File: config.mk
export PLATFORM = sky130hd
export DESIGN_NAME = elevator_controller
export DESIGN_NICKNAME = d
export VERILOG_FILES = /design/src/rtl/elevator_controller.sv
export SDC_FILE = /design/constraint.sdc
export NUM_CORES = 1
export LEC_CHECK = 0
export ABC_AREA = 0
export CAP_MARGIN = 20
export CORE_MARGIN = 2
export CORE_UTILIZATION = 58
export CTS_CLUSTER_SIZE = 12
export DETAILED_ROUTE_END_ITERATION = 8
export PLACE_DENSITY = 0.85
export SYNTH_ARGS = -nofsm -noshare
export SYNTH_HDL_FRONTEND = slang
export SYNTH_SLANG_ARGS = --single-unit
File: constraint.sdc
create_clock -name clk -period 5.51 [get_ports clk]
set_input_delay 1.3775 -clock clk [delete_from_list [all_inputs] [get_ports clk]]
set_output_delay 1.3775 -clock clk [all_outputs]
set_load 0.005 [all_outputs]
File: src/rtl/elevator_controller.sv
// elevator_controller: N-floor SCAN elevator with latched calls,
// door/travel timers, emergency stop and overweight door hold.
module elevator_controller #(
    parameter int FLOORS       = 3,
    parameter int DOOR_TICKS   = 3,
    parameter int TRAVEL_TICKS = 2
) (
    input  logic              clk,
    input  logic              rst_n,
    input  logic [FLOORS-1:0] floor_buttons,
    input  logic              sos_flip,
    input  logic              weight_sensor_flip,
    output logic [FLOORS-1:0] floor_leds,
    output logic [FLOORS-1:0] request_leds,
    output logic              door_status_led,
    output logic              moving_up,
    output logic              moving_down,
    output logic              emergency_led,
    output logic              weight_limit_exceeded_led
);

    localparam int FW = ($clog2(FLOORS) > 1) ? $clog2(FLOORS) : 1;
    localparam int TW = $clog2(TRAVEL_TICKS) + 1;
    localparam int DW = $clog2(DOOR_TICKS) + 1;

    localparam logic [TW-1:0]     TRAVEL_LAST = TW'(TRAVEL_TICKS - 1);
    localparam logic [DW-1:0]     DOOR_LAST   = DW'(DOOR_TICKS - 1);
    localparam logic [FW-1:0]     TOP         = FW'(FLOORS - 1);
    localparam logic [FLOORS-1:0] ONE         = FLOORS'(1);

    typedef enum logic [1:0] {
        IDLE,
        MOVING,
        DOOR_OPEN,
        EMERGENCY
    } state_t;

    state_t            state, state_n;
    logic [FW-1:0]     floor, floor_n;
    logic [FLOORS-1:0] req, req_n;
    logic              dir_up, dir_up_n;
    logic [TW-1:0]     travel_cnt, travel_cnt_n;
    logic [DW-1:0]     door_cnt, door_cnt_n;
    logic              weight, weight_n;
    logic              above, below, hold;

    always_comb begin
        above = 1'b0;
        below = 1'b0;
        for (int i = 0; i < FLOORS; i++) begin
            if (req[i] && i > int'(floor)) above = 1'b1;
            if (req[i] && i < int'(floor)) below = 1'b1;
        end
    end

    always_comb begin
        state_n      = state;
        floor_n      = floor;
        req_n        = req;
        dir_up_n     = dir_up;
        travel_cnt_n = travel_cnt;
        door_cnt_n   = door_cnt;
        weight_n     = weight;
        // a sensor trip on the expiry edge must still keep the door open
        hold = weight | (state == DOOR_OPEN && weight_sensor_flip);

        if (state != EMERGENCY) req_n = req | floor_buttons;

        if (state == DOOR_OPEN && weight_sensor_flip)
            weight_n = 1'b1;
        else if (!weight_sensor_flip && |floor_buttons)
            weight_n = 1'b0;

        if (sos_flip) begin
            state_n      = EMERGENCY;
            travel_cnt_n = '0;
        end else begin
            unique case (state)
                IDLE: begin
                    if (req[floor]) begin
                        state_n      = DOOR_OPEN;
                        req_n[floor] = 1'b0;
                        door_cnt_n   = DOOR_LAST;
                    end else if (above && (dir_up || !below)) begin
                        state_n      = MOVING;
                        dir_up_n     = 1'b1;
                        travel_cnt_n = '0;
                    end else if (below) begin
                        state_n      = MOVING;
                        dir_up_n     = 1'b0;
                        travel_cnt_n = '0;
                    end
                end
                MOVING: begin
                    if (travel_cnt == TRAVEL_LAST) begin
                        travel_cnt_n = '0;
                        floor_n = dir_up ? floor + 1'b1 : floor - 1'b1;
                        if (req_n[floor_n]) begin
                            state_n        = DOOR_OPEN;
                            req_n[floor_n] = 1'b0;
                            door_cnt_n     = DOOR_LAST;
                        end else if (dir_up ? (floor_n == TOP)
                                            : (floor_n == '0)) begin
                            state_n = IDLE;
                        end
                    end else begin
                        travel_cnt_n = travel_cnt + 1'b1;
                    end
                end
                DOOR_OPEN: begin
                    if (floor_buttons[floor]) begin
                        req_n[floor] = 1'b0;
                        door_cnt_n   = DOOR_LAST;
                    end else if (door_cnt != '0) begin
                        door_cnt_n = door_cnt - 1'b1;
                    end else if (!hold) begin
                        state_n = IDLE;
                    end
                end
                EMERGENCY: begin
                    state_n      = DOOR_OPEN;
                    req_n[floor] = 1'b0;
                    door_cnt_n   = DOOR_LAST;
                end
                default: state_n = IDLE;
            endcase
        end
    end

    always_ff @(posedge clk or negedge rst_n) begin
        if (!rst_n) begin
            state           <= IDLE;
            floor           <= '0;
            req             <= '0;
            dir_up          <= 1'b1;
            travel_cnt      <= '0;
            door_cnt        <= '0;
            weight          <= 1'b0;
            floor_leds      <= ONE;
            door_status_led <= 1'b0;
            moving_up       <= 1'b0;
            moving_down     <= 1'b0;
            emergency_led   <= 1'b0;
        end else begin
            state           <= state_n;
            floor           <= floor_n;
            req             <= req_n;
            dir_up          <= dir_up_n;
            travel_cnt      <= travel_cnt_n;
            door_cnt        <= door_cnt_n;
            weight          <= weight_n;
            floor_leds      <= ONE << floor_n;
            door_status_led <= (state_n == DOOR_OPEN);
            moving_up       <= (state_n == MOVING) && dir_up_n;
            moving_down     <= (state_n == MOVING) && !dir_up_n;
            emergency_led   <= (state_n == EMERGENCY);
        end
    end

    assign request_leds              = req;
    assign weight_limit_exceeded_led = weight;

    floor_in_range: assert property (
        @(posedge clk) disable iff (!rst_n) int'(floor) < FLOORS);

    one_direction: assert property (
        @(posedge clk) disable iff (!rst_n) !(moving_up && moving_down));

endmodule

# After elaboration in Yosys (flattened, before gate mapping)
# Cells that the tools add are included.
[totals] ff_bits=21 wordCells=129 input_bits=7 output_inout_bits=11
[classes] muxes=57 addsub=4 shifts=1 n_reduce_logical=24 n_lt_le_gt_ge=9 n_eq_ne=15 bitwise_logic=7
[op_table] operator="2-bit 2-to-1 mux" n=19
[op_table] operator="3-bit 2-to-1 mux" n=11
[op_table] operator="3-bit case mux with 4 select lines" n=2
[op_table] operator="1-bit 2-to-1 mux" n=18
[op_table] operator="1-bit logical AND" n=12
[op_table] operator="2-bit equality test (second input constant)" n=5
[op_table] operator="2-bit inequality test (second input constant)" n=4
[op_table] operator="2-bit case mux with 4 select lines" n=1
[op_table] operator="3-bit bitwise AND" n=2
[op_table] operator="1-bit binary-select mux with 2-bit select" n=3
[op_table] operator="2-bit by 1-bit equality test with 1-bit output (second input constant)" n=3
[op_table] operator="2-bit by 3-bit < comparator with 1-bit output (second input constant)" n=2
[op_table] operator="3-bit inverter" n=2
[op_table] operator="3-bit nonzero test" n=2
[op_table] operator="5-bit AND reduction" n=1
[op_table] operator="2-bit by 1-bit adder with 2-bit output (second input constant)" n=2
[op_table] operator="1-bit demux with 2-bit select" n=2
[op_table] operator="2-bit by 1-bit greater-or-equal comparator with 1-bit output (second input constant)" n=2
[op_table] operator="2-bit zero test" n=2
[op_table] operator="1-bit by 2-bit < comparator with 1-bit output (first input constant)" n=2
[op_table] operator="4-bit inequality test (second input constant)" n=1
[op_table] operator="2-bit case mux with 2 select lines" n=1
[op_table] operator="1-bit zero test" n=3
[op_table] operator="3-bit by 1-bit inequality test with 1-bit output (second input constant)" n=1
[op_table] operator="14 further kinds" n=14

# Logic depth before layout (Yosys ltp)
# Gate-level depths: netlist of run 1.
[depth] depth_word=14 mapped_depth=8 ltp_nobuf=7

# Worst setup path before layout of run 1
# No wires, ideal clock.
[synth_timing] path_kind="input-to-reg" startpoint="in floor_buttons[1]" endpoint="reg door_status_led" n_path_buf=0 cell_stages=5 setup_time_ns=0.120 t_required_ns=5.390 path_slack_ns=2.967 t_arrival_ns=2.423 path_cell_list="a21boi_0 o211ai_1 o311ai_4 o221a_4 and2_2"
[synth_between] elab_chain_cells=9 word_cells_on_any_way=12 cone_classes="eq/ne (1); mux (10); bitwise (1)"
[synth_rtl] element="start, declared" line_no="10" text="input logic [FLOORS-1:0] floor_buttons,"
[synth_rtl] element="3-bit OR" line_no="67" text="if (state != EMERGENCY) req_n = req | floor_buttons;"
[synth_rtl] element="3-bit 2-to-1 mux" line_no="67"
[synth_rtl] element="1-bit binary-select mux with 2-bit select" line_no="98" text="if (req_n[floor_n]) begin"
[synth_rtl] element="1-bit 2-to-1 mux (not written as such)" line_no="98"
[synth_rtl] element="2-bit 2-to-1 mux" line_no="98"
[synth_rtl] element="2-bit 2-to-1 mux" line_no="95" text="if (travel_cnt == TRAVEL_LAST) begin"
[synth_rtl] element="2-bit case mux with 4 select lines (*)" line_no="78" text="unique case (state)"
[synth_rtl] element="2-bit 2-to-1 mux (*)" line_no="74" text="if (sos_flip) begin"
[synth_rtl] element="2-bit equality test (*)" line_no="153" text="door_status_led <= (state_n == DOOR_OPEN);"
[synth_rtl] element="end signal, assigned" line_no="153"
[synth_rtl] element="end, declared" line_no="15" text="output logic door_status_led,"
# Every way passes the cells marked *; elsewhere a longest branch is shown, timed or not. The select of a mux whose other input is x is not followed.
# A chain may end at the register's enable or synchronous reset.

# Final worst setup path of run 1
[layout_timing] startpoint="reg floor[0]" endpoint="reg door_cnt[0]"
[layout_between] elab_chain_cells=6 word_cells_on_any_way=15 cone_classes="add/sub (2); eq/ne (3); mux (9); reduce/logical (1)"
[layout_rtl] element="start, declared" line_no="39" text="logic [FW-1:0] floor, floor_n;"
[layout_rtl] element="start signal, assigned" line_no="146" text="floor <= floor_n;"
[layout_rtl] element="2-bit by 1-bit subtractor with 2-bit output or 2-bit by 1-bit adder with 2-bit output (tied branches)" line_no="97" text="floor_n = dir_up ? floor + 1'b1 : floor - 1'b1;"
[layout_rtl] element="2-bit 2-to-1 mux" line_no="97"
[layout_rtl] element="1-bit binary-select mux with 2-bit select" line_no="98"
[layout_rtl] element="1-bit 2-to-1 mux (not written as such)" line_no="98"
[layout_rtl] element="2-bit inequality test (no line)"
[layout_rtl] element="5-bit AND reduction (no line)"
[layout_rtl] element="end signal, assigned" line_no="150" text="door_cnt <= door_cnt_n;"
[layout_rtl] element="end, declared" line_no="43" text="logic [DW-1:0] door_cnt, door_cnt_n;"
# Parallel ways exist; a longest one is shown, timed or not. The select of a mux whose other input is x is not followed.

==> impl_results.md, run 1 <==
* GP Congestion at 0.931
* Clk_lat worst skew at 0.30 ns
* Synth Cell Area at 1340 µm²
* Initial antenna violation count at 0
* Area grow syn2layout at 13.3%
* Clock Pin Slew Worst Setup and Hold Paths at 0.11 ns
* Hold_buf cts at 0
* N_diodes at 0
* Psw at 0.142 mW
* Slew headroom at 0.382
* Min-delay src: door_cnt[2]
* Layout Utilization at 0.694
* Core Area at 2190 µm²
* Worst VDD drop at 248 µV
* Largest net degree at the start of global routing at 22
* DIE AREA at 2710 µm²
* Number of warnings issued by yosys at 0
* PwrDens at 266 nW/µm²
* Wire per inst at 17.3 µm
* Critical Path Sink Type: register
* Leak Pwr at 0.623 nW
* Clock buffer count from CTS at 3
* Vias per Instance at 6.29
* Pint at 0.263 mW
* Synth area leaders: dfrtp_1 35%, ha_1 6.5%, dfstp_2 3.9%
* Drt pass-1 iters at 4
* Drt drc at 0
* Minimum clock period at 3.02 ns
* CP required at 5.72 ns
* Post-synthesis cell count at 130
* GR met1 Demand/Resource at 0.363
* Number of global-route vias before repair at 1094
* Final Setup Violations at 0
* Effective utilization at floorplan at 0.612
* Worst setup path startpoint: floor[0]
* Syn nets at 144
* Final non-filler cell total at 173
* Root Driver: clkbuf_4
* Max_cap viols at 0
* Vias at 1089
* CP Data Arrival Time at 3.23 ns
* Final hold viol count at 0
* CTS tree: done
* Placed cells at 169
* Min-Delay Path Class: register to register
* Ys flop type: dfrtp_1
* Routed Antenna Nets at 0
* Status: finished, final reports clean
* GRT Max-Usage Layer: met2
* Core Rows at 17
* Combinational Power Share at 0.332
* Setup TNS at 0 ns
* Layout net count at 160
* Max Root-Sink Buffers at 2
* Share of layout cells above drive strength 1 at 0.131
* Synth cell count leaders: 19 x dfrtp_1, 10 x a21oi_1, 10 x inv_1
* Die span in x at 52.1 µm
* CP Launch Type: register
* Async S/R FF share, synth at 1.00
* Final HPWL DP at 2.28 mm
* Chip height at 52.1 µm
* Skew final at 0.00220 ns
* Max H-tree Level at 1
* Fmax at 0.331 GHz
* I/O Buffers at 17
* GRT Resource Usage Total at 0.268
* #FFs+latches synth at 21
* Syn_area_per_cell at 10.3 µm²
* Num ports at 18
* Initial DRC count at 31
* Post-CTS Setup Inserts at 0
* Unique cell type count in the Yosys netlist at 55
* Worst-path fanout max at 10
* CP Class: register to register
* Resized Gates After CTS at 0
* Sw frac at 0.350
* First-pass GRT wire length at 5.22 mm
* Post-Route WL at 3.00 mm
* Number of flops mapped to enable cells by yosys at 0
* Least-Margin Pin Slew at 0.925 ns
* RSZ-0062 raised after global routing: false
* # clock sinks at 21
* Max-slew violation count at 0
* Most common cell in the netlist: dfrtp_1
* Worst R2R Start: floor[0]
* Met2 Use GR at 0.422
* Synth top area share at 0.354
* GRT Residual Overflow at 0
* # fillers at 170
* Clk network pwr share at 0.184
* GR met3 Demand/Resource at 0.0632
* Synth area leader: dfrtp_1
* Period utilization at 0.549
* Sequential-to-total area share from yosys stat at 0.394
* Sequential share of power at 0.484
## layout by cell type, fill, tap and decap left out, types with 2 or more instances in the layout
cell / synthesis / final
dfrtp_1: 19 / 19
clkdlybuf4s50_1: 0 / 17
inv_1: 10 / 10
a21oi_1: 10 / 10
nand2_1: 7 / 7
nor2_1: 7 / 7
ha_1: 7 / 7
nor2b_1: 5 / 5
mux2i_1: 3 / 3
o211ai_1: 3 / 3
nor3_1: 3 / 3
o21ai_0: 3 / 3
clkbuf_4: 0 / 3
xnor2_1: 2 / 2
nor4_1: 2 / 2
a31oi_1: 2 / 2
a41oi_1: 2 / 2
nand3b_1: 2 / 2
o211a_1: 2 / 2
nand4_1: 2 / 2
dfstp_2: 2 / 2
## kinds of logic (layout without fill, tap and decap cells)
kind of cell,after synthesis,count (layout),share of synthesized area
xor+xnor,3,3,0.0252
mux,3,3,0.0224
simple gates,38,38,0.165
flops,21,21,0.394
compound gates,41,41,0.258
buf+inv,17,32,0.0700
fa+ha+maj,7,7,0.0653
## critical path, stage by stage, from the launching register on
cell and delay (ns):
dfrtp_1 0.58, clkinv_1 0.42, ha_1 0.48, xnor2_1 0.47, a211oi_4 0.10, o311ai_4 0.42, nand4_1 0.22, a21o_1 0.23
## power groups by stage
stage / Clock (mW) / Sequential [mW] / Combinational [mW]
floorplan: 0 / 0.190 / 0.0976
global placement: 0 / 0.199 / 0.127
detailed placement: 0 / 0.199 / 0.135
CTS: 0.0750 / 0.195 / 0.135
global route: 0.0836 / 0.200 / 0.152
finish: 0.0744 / 0.196 / 0.134
## worst paths after layout
kind | endpoint | slack [ns] | depth (start not counted)
max | door_cnt[0] | 2.49 | 7
min | door_cnt[2] | 0.51 | 1
max reg2reg | door_cnt[0] | 2.49 | 7
min reg2reg | door_cnt[2] | 0.51 | 1
max in group asynchronous | floor[0] | 3.37 | 1
min in group asynchronous | travel_cnt[0] | 1.58 | 1
## metal layers
layer,wire length (µm),up-vias
li1,-,509
met3,175,9
met2,1430,47
met1,1320,524
met4,68,0
met5,0,-
## registers in the layout, indices dropped and copies added, names as in the netlist
register,cells
moving_down,1
dir_up,1
door_status_led,1
moving_up,1
weight_limit_exceeded_led,1
floor_leds,3
travel_cnt,2
floor,2
state,2
emergency_led,1
door_cnt,3
request_leds,3
## final cells by class
cell class | instances | area (µm²) | share of cell area
clock buffers | 4 | 26.3 | 0.0173
well taps | 28 | 35.0 | 0.0230
multi-input cells | 92 | 719 | 0.473
repair buffers | 17 | 170 | 0.112
inverters | 11 | 41.3 | 0.0272
flip-flops and latches | 21 | 528 | 0.347
## per-stage QoR
stage	power (mW)	cell area (µm²)	hold WS, ns	setup WS (ns)
final	0.405	1520	0.513	2.49
after global routing	0.436	1520	0.553	2.25
after CTS	0.406	1520	0.515	2.51
after detailed placement	0.333	1490	0.485	2.34
after global placement	0.326	1490	0.474	2.36
after floorplan	0.288	1340	0.456	2.97
(Power assumes the default switching activity.)
==> inputs of run 2 (changes only) <==
--- a/config.mk
+++ b/config.mk
@@ -8,10 +8,10 @@
 export ABC_AREA = 0
 export CAP_MARGIN = 20
 export CORE_MARGIN = 2
-export CORE_UTILIZATION = 58
+export CORE_UTILIZATION = 54
 export CTS_CLUSTER_SIZE = 12
 export DETAILED_ROUTE_END_ITERATION = 8
-export PLACE_DENSITY = 0.85
+export PLACE_DENSITY = 0.8
 export SYNTH_ARGS = -nofsm -noshare
 export SYNTH_HDL_FRONTEND = slang
 export SYNTH_SLANG_ARGS = --single-unit
==> constraint.sdc (replaced) <==
create_clock -name clk -period 3.1 [get_ports clk]
set_input_delay 0.775 -clock clk [delete_from_list [all_inputs] [get_ports clk]]
set_output_delay 0.775 -clock clk [all_outputs]
set_load 0.005 [all_outputs]
==> impl_results.md, run 2 (synthesized netlist as in run 1, its figures left out) <==
* Min-delay src: door_cnt[2]
* GP Congestion at 0.941
* Hold_buf cts at 0
* Slew headroom at 0.631
* Worst R2R Start: floor[1]
* Clock Pin Slew Worst Setup and Hold Paths at 0.13 ns
* Most frequent cells in the layout: 19 x dfrtp_1, 17 x clkdlybuf4s50_1, 10 x inv_1, 10 x a21oi_1
* First-pass GRT wire length at 5.06 mm
* Worst-path fanout max at 11
* Drt pass-1 iters at 4
* Share of layout cells above drive strength 1 at 0.155
* CTS tree: done
* I/O Buffers at 17
* Num ports at 18
* Least-Margin Pin Slew at 0.553 ns
* Area grow syn2layout at 15.3%
* Hold depth at 1
* Max H-tree Level at 1
* Effective utilization at floorplan at 0.557
* Leak Pwr at 0.640 nW
* Sw frac at 0.360
* Vias at 1068
* Minimum clock period at 2.66 ns
* Hold EP: door_cnt[2]
* Vias per Instance at 6.00
* Combinational Power Share at 0.334
* Psw at 0.264 mW
* FF-to-FF End: door_cnt[0]
* Final Setup Violations at 0
* WL met3 at 162 µm
* Final non-filler cell total at 178
* Placed cells at 174
* # fillers at 201
* CP required at 3.33 ns
* Clock buffer count from CTS at 3
* Clk_lat worst skew at 0.32 ns
* Final hold viol count at 0
* Number of global-route vias before repair at 1062
* Max Used Layer: met4
* Met2 wire length at 1.48 mm
* Die span in x at 53.8 µm
* Min-Delay Path Class: register to register
* DIE AREA at 2900 µm²
* Fmax at 0.375 GHz
* Final HPWL DP at 2.26 mm
* Initial DRC count at 45
* Max_cap viols at 0
* Drt drc at 0
* GRT Resource Usage Total at 0.250
* Sequential share of power at 0.477
* Met1 Routed Length at 1.36 mm
* Largest net degree at the start of global routing at 22
* Period utilization at 0.860
* Critical Path Sink Type: register
* Layout net count at 163
* Routed Antenna Nets at 0
* Initial antenna violation count at 0
* CP Class: register to register
* Flop2flop setup slack at 0.44 ns
* RSZ-0062 raised after global routing: false
* Root Driver: clkbuf_4
* Overall power at 0.734 mW
* Commonest non-fill, non-tap cell in the layout: dfrtp_1
* Resized Gates After CTS at 0
* CP Launch Type: register
* Setup TNS at 0 ns
* Clk network pwr share at 0.189
* Skew final at 0.0124 ns
* Wire per inst at 17.2 µm
* Post-CTS Setup Inserts at 0
* Worst setup path startpoint: floor[1]
* Worst R2R Path Depth at 7
* GRT Residual Overflow at 0
* Post-Route WL at 3.06 mm
* Pint at 0.470 mW
* # clock sinks at 21
* Max Root-Sink Buffers at 2
* Core Area at 2410 µm²
* Worst VDD drop at 409 µV
* PwrDens at 474 nW/µm²
* Chip height at 53.8 µm
* Max-slew violation count at 0
* N_diodes at 0
* Core Rows at 18
* Status: finished, final reports clean
* CP Data Arrival Time at 2.90 ns
[run 2: cell count changes in the layout (fill, tap and decap cells not counted)]
cell,previous run,this run
clkbuf_1,1,0
buf_4,0,3
clkinv_2,0,1
[run 2: metal layers]
metal	vias to the layer above	track usage
li1	511	-
met3	6	0.0528
met1	512	0.315
met2	39	0.409
met5	-	0
met4	0	0.115
[run 2: worst max path at each step]
stage	endpoint	slack [ns]	depth (start not counted)
after floorplan	door_cnt[0]	0.67	8
after global placement	door_cnt[0]	0.58	7
after detailed placement	door_cnt[0]	0.53	7
after CTS	door_cnt[0]	0.50	7
after global routing	door_cnt[0]	0.29	7
final	door_cnt[0]	0.44	7
[run 2: critical path, cell delays in order, from the launching register on]
cell and delay, ns:
dfrtp_1 0.56, inv_1 0.18, ha_1 0.36, xnor2_1 0.46, a211oi_4 0.10, o311ai_4 0.43
nand4_1 0.25, a21o_1 0.23
[run 2: power by group through the flow]
stage	clock network [mW]	logic, mW	registers (mW)
finish	0.138	0.245	0.350
global route	0.152	0.269	0.356
CTS	0.138	0.244	0.349
detailed placement	0	0.243	0.354
global placement	0	0.228	0.354
floorplan	0	0.173	0.338
[run 2: area by class of cell]
cell class | instances | area, µm² | area share
Clock buffer | 3 | 22.5 | 0.0146
Clock inverter | 1 | 5.00 | 0.00324
Inverter | 11 | 41.3 | 0.0267
Multi-Input combinational cell | 92 | 719 | 0.465
Sequential cell | 21 | 528 | 0.341
Tap cell | 30 | 37.5 | 0.0243
Timing Repair Buffer | 20 | 193 | 0.125
[run 2: stage by stage]
step	hold slack, ns	util	cell area [µm²]	setup slack, ns
final	0.523	0.642	1550	0.435
after CTS	0.518	0.642	1550	0.500
after floorplan	0.456	-	1340	0.673
after global placement	0.475	0.630	1520	0.583
after global routing	0.541	0.642	1550	0.293
after detailed placement	0.486	0.630	1520	0.533
==> inputs of run 3 (changes only) <==
--- a/config.mk
+++ b/config.mk
@@ -8,10 +8,11 @@
 export ABC_AREA = 0
 export CAP_MARGIN = 20
 export CORE_MARGIN = 2
-export CORE_UTILIZATION = 54
+export CORE_UTILIZATION = 56
+export CTS_BUF_LIST = sky130_fd_sc_hd__clkbuf_8
 export CTS_CLUSTER_SIZE = 12
 export DETAILED_ROUTE_END_ITERATION = 8
-export PLACE_DENSITY = 0.8
+export PLACE_DENSITY = 0.82
 export SYNTH_ARGS = -nofsm -noshare
 export SYNTH_HDL_FRONTEND = slang
 export SYNTH_SLANG_ARGS = --single-unit
==> impl_results.md, run 3 (synthesized netlist as in run 1, its figures left out) <==
* Status: finished, final reports clean
* CP Launch Type: register
* Worst VDD drop at 478 µV
* Share of layout cells above drive strength 1 at 0.149
* Worst-path fanout max at 11
* Crit-path cells: inv_1, ha_1, xnor2_1, a211oi_4, o311ai_4, nand4_1, a21o_1
* Max-slew violation count at 0
* Clk network pwr share at 0.231
* Least-Margin Pin Slew at 0.543 ns
* DP Worst Slack at 0.567 ns
* Combinational Power Share at 0.313
* Flop2flop setup slack at 0.54 ns
* Clk_lat worst skew at 0.26 ns
* Initial DRC count at 47
* PwrDens at 493 nW/µm²
* Area grow syn2layout at 16.4%
* RSZ-0062 raised after global routing: false
* # clock sinks at 21
* GP Congestion at 0.955
* Psw at 0.261 mW
* Commonest non-fill, non-tap cell in the layout: dfrtp_1
* Die span in x at 52.9 µm
* Max_cap viols at 0
* Crit-path slowest cell: dfrtp_1
* GRT Resource Usage Total at 0.253
* Root Driver: clkbuf_8
* Pint at 0.509 mW
* Skew final at 0.00212 ns
* Routed Antenna Nets at 0
* Initial antenna violation count at 0
* CP Data Arrival Time at 2.72 ns
* Minimum clock period at 2.56 ns
* Most frequent cells in the layout: 19 x dfrtp_1, 17 x clkdlybuf4s50_1, 11 x inv_1
* Clock buffer count from CTS at 3
* Wire per inst at 17.4 µm
* Post-CTS Setup Inserts at 0
* Sw frac at 0.339
* Leak Pwr at 0.650 nW
* First-pass GRT wire length at 5.02 mm
* Drt drc at 0
* Vias per Instance at 6.29
* Chip height at 52.9 µm
* Sequential share of power at 0.456
* Slew headroom at 0.635
* I/O Buffers at 17
* Period utilization at 0.826
* FF-to-FF End: door_cnt[0]
* CP max stage delay at 0.56 ns
* Vias at 1107
* Max Root-Sink Buffers at 2
* Worst R2R Start: floor[1]
* Resized Gates After CTS at 0
* Worst R2R Path Depth at 7
* Critical Path Sink Type: register
* Core Rows at 17
* Final HPWL DP at 2.21 mm
* Hold_buf cts at 0
* Core Area at 2230 µm²
* DIE AREA at 2800 µm²
* Fmax at 0.391 GHz
* Clock Pin Slew Worst Setup and Hold Paths at 0.07 ns
* N_diodes at 0
* Final hold viol count at 0
* Worst setup path startpoint: floor[1]
* GRT Residual Overflow at 0
* CP Class: register to register
* Setup TNS at 0 ns
* PnR worst setup slack at 0.541 ns
* Min-Delay Path Class: register to register
* Num ports at 18
* Largest net degree at the start of global routing at 22
* Final Setup Violations at 0
* Layout net count at 163
* CTS tree: done
* Number of global-route vias before repair at 1100
* CP Capture Point: door_cnt[0]
* CP required at 3.26 ns
* Post-Route WL at 3.07 mm
* Effective utilization at floorplan at 0.601
* Drt pass-1 iters at 5
* Max H-tree Level at 1
==> run 3: worst min path at each step <==
stage,from,endpoint,slack [ns],cells after the start
4_1_cts,door_cnt[0],door_cnt[0],0.51,1
5_1_grt,door_cnt[0],door_cnt[0],0.54,1
2_1_floorplan,door_cnt[2],door_cnt[2],0.46,1
3_5_place_dp,door_cnt[0],door_cnt[0],0.49,1
6_report,door_cnt[0],door_cnt[0],0.50,1
3_3_place_gp,door_cnt[2],door_cnt[2],0.47,1
==> run 3: critical path: cells and delay by family (launching register included) <==
family,cells,cell delay [ns]
AOI/OAI and AO/OA,3,0.71
DFF,1,0.56
xor gates and xnor gates,1,0.40
adders and majority gates,1,0.37
and+or+nand+nor,1,0.22
buffers and inverters,1,0.18
==> run 3: routing by layer <==
metal | share of wire | track usage | vias up
met5 | 0 | 0 | -
met4 | 0.028 | 0.103 | 0
met3 | 0.077 | 0.0452 | 12
met1 | 0.44 | 0.342 | 533
li1 | - | - | 512
met2 | 0.45 | 0.398 | 50
==> run 3: stage by stage <==
step                power (mW)  hold slack (ns)  area [µm²]  instances  utilization
floorplan                0.511            0.456        1340        130            -
global placement         0.582            0.475        1520        172        0.679
detailed placement       0.593            0.490        1520        172        0.679
CTS                      0.770            0.507        1560        176        0.699
global route             0.816            0.539        1560        176        0.699
finish                   0.770            0.504        1560        176        0.699
==> run 3: layout make-up <==
cell class	count	area [µm²]
sequential	21	528
timing repair buffer	20	193
multi-input combinational	92	719
inverter	11	41.3
tap	28	35.0
clock inverter	1	3.75
clock buffer	3	41.3
fill	160	672
==> run 3: power by group through the flow <==
stage / sequential, mW / combinational (mW) / clock, mW
6_report: 0.351 / 0.241 / 0.178
5_1_grt: 0.355 / 0.271 / 0.189
4_1_cts: 0.350 / 0.241 / 0.179
3_5_place_dp: 0.355 / 0.238 / 0
3_3_place_gp: 0.354 / 0.228 / 0
2_1_floorplan: 0.338 / 0.173 / 0
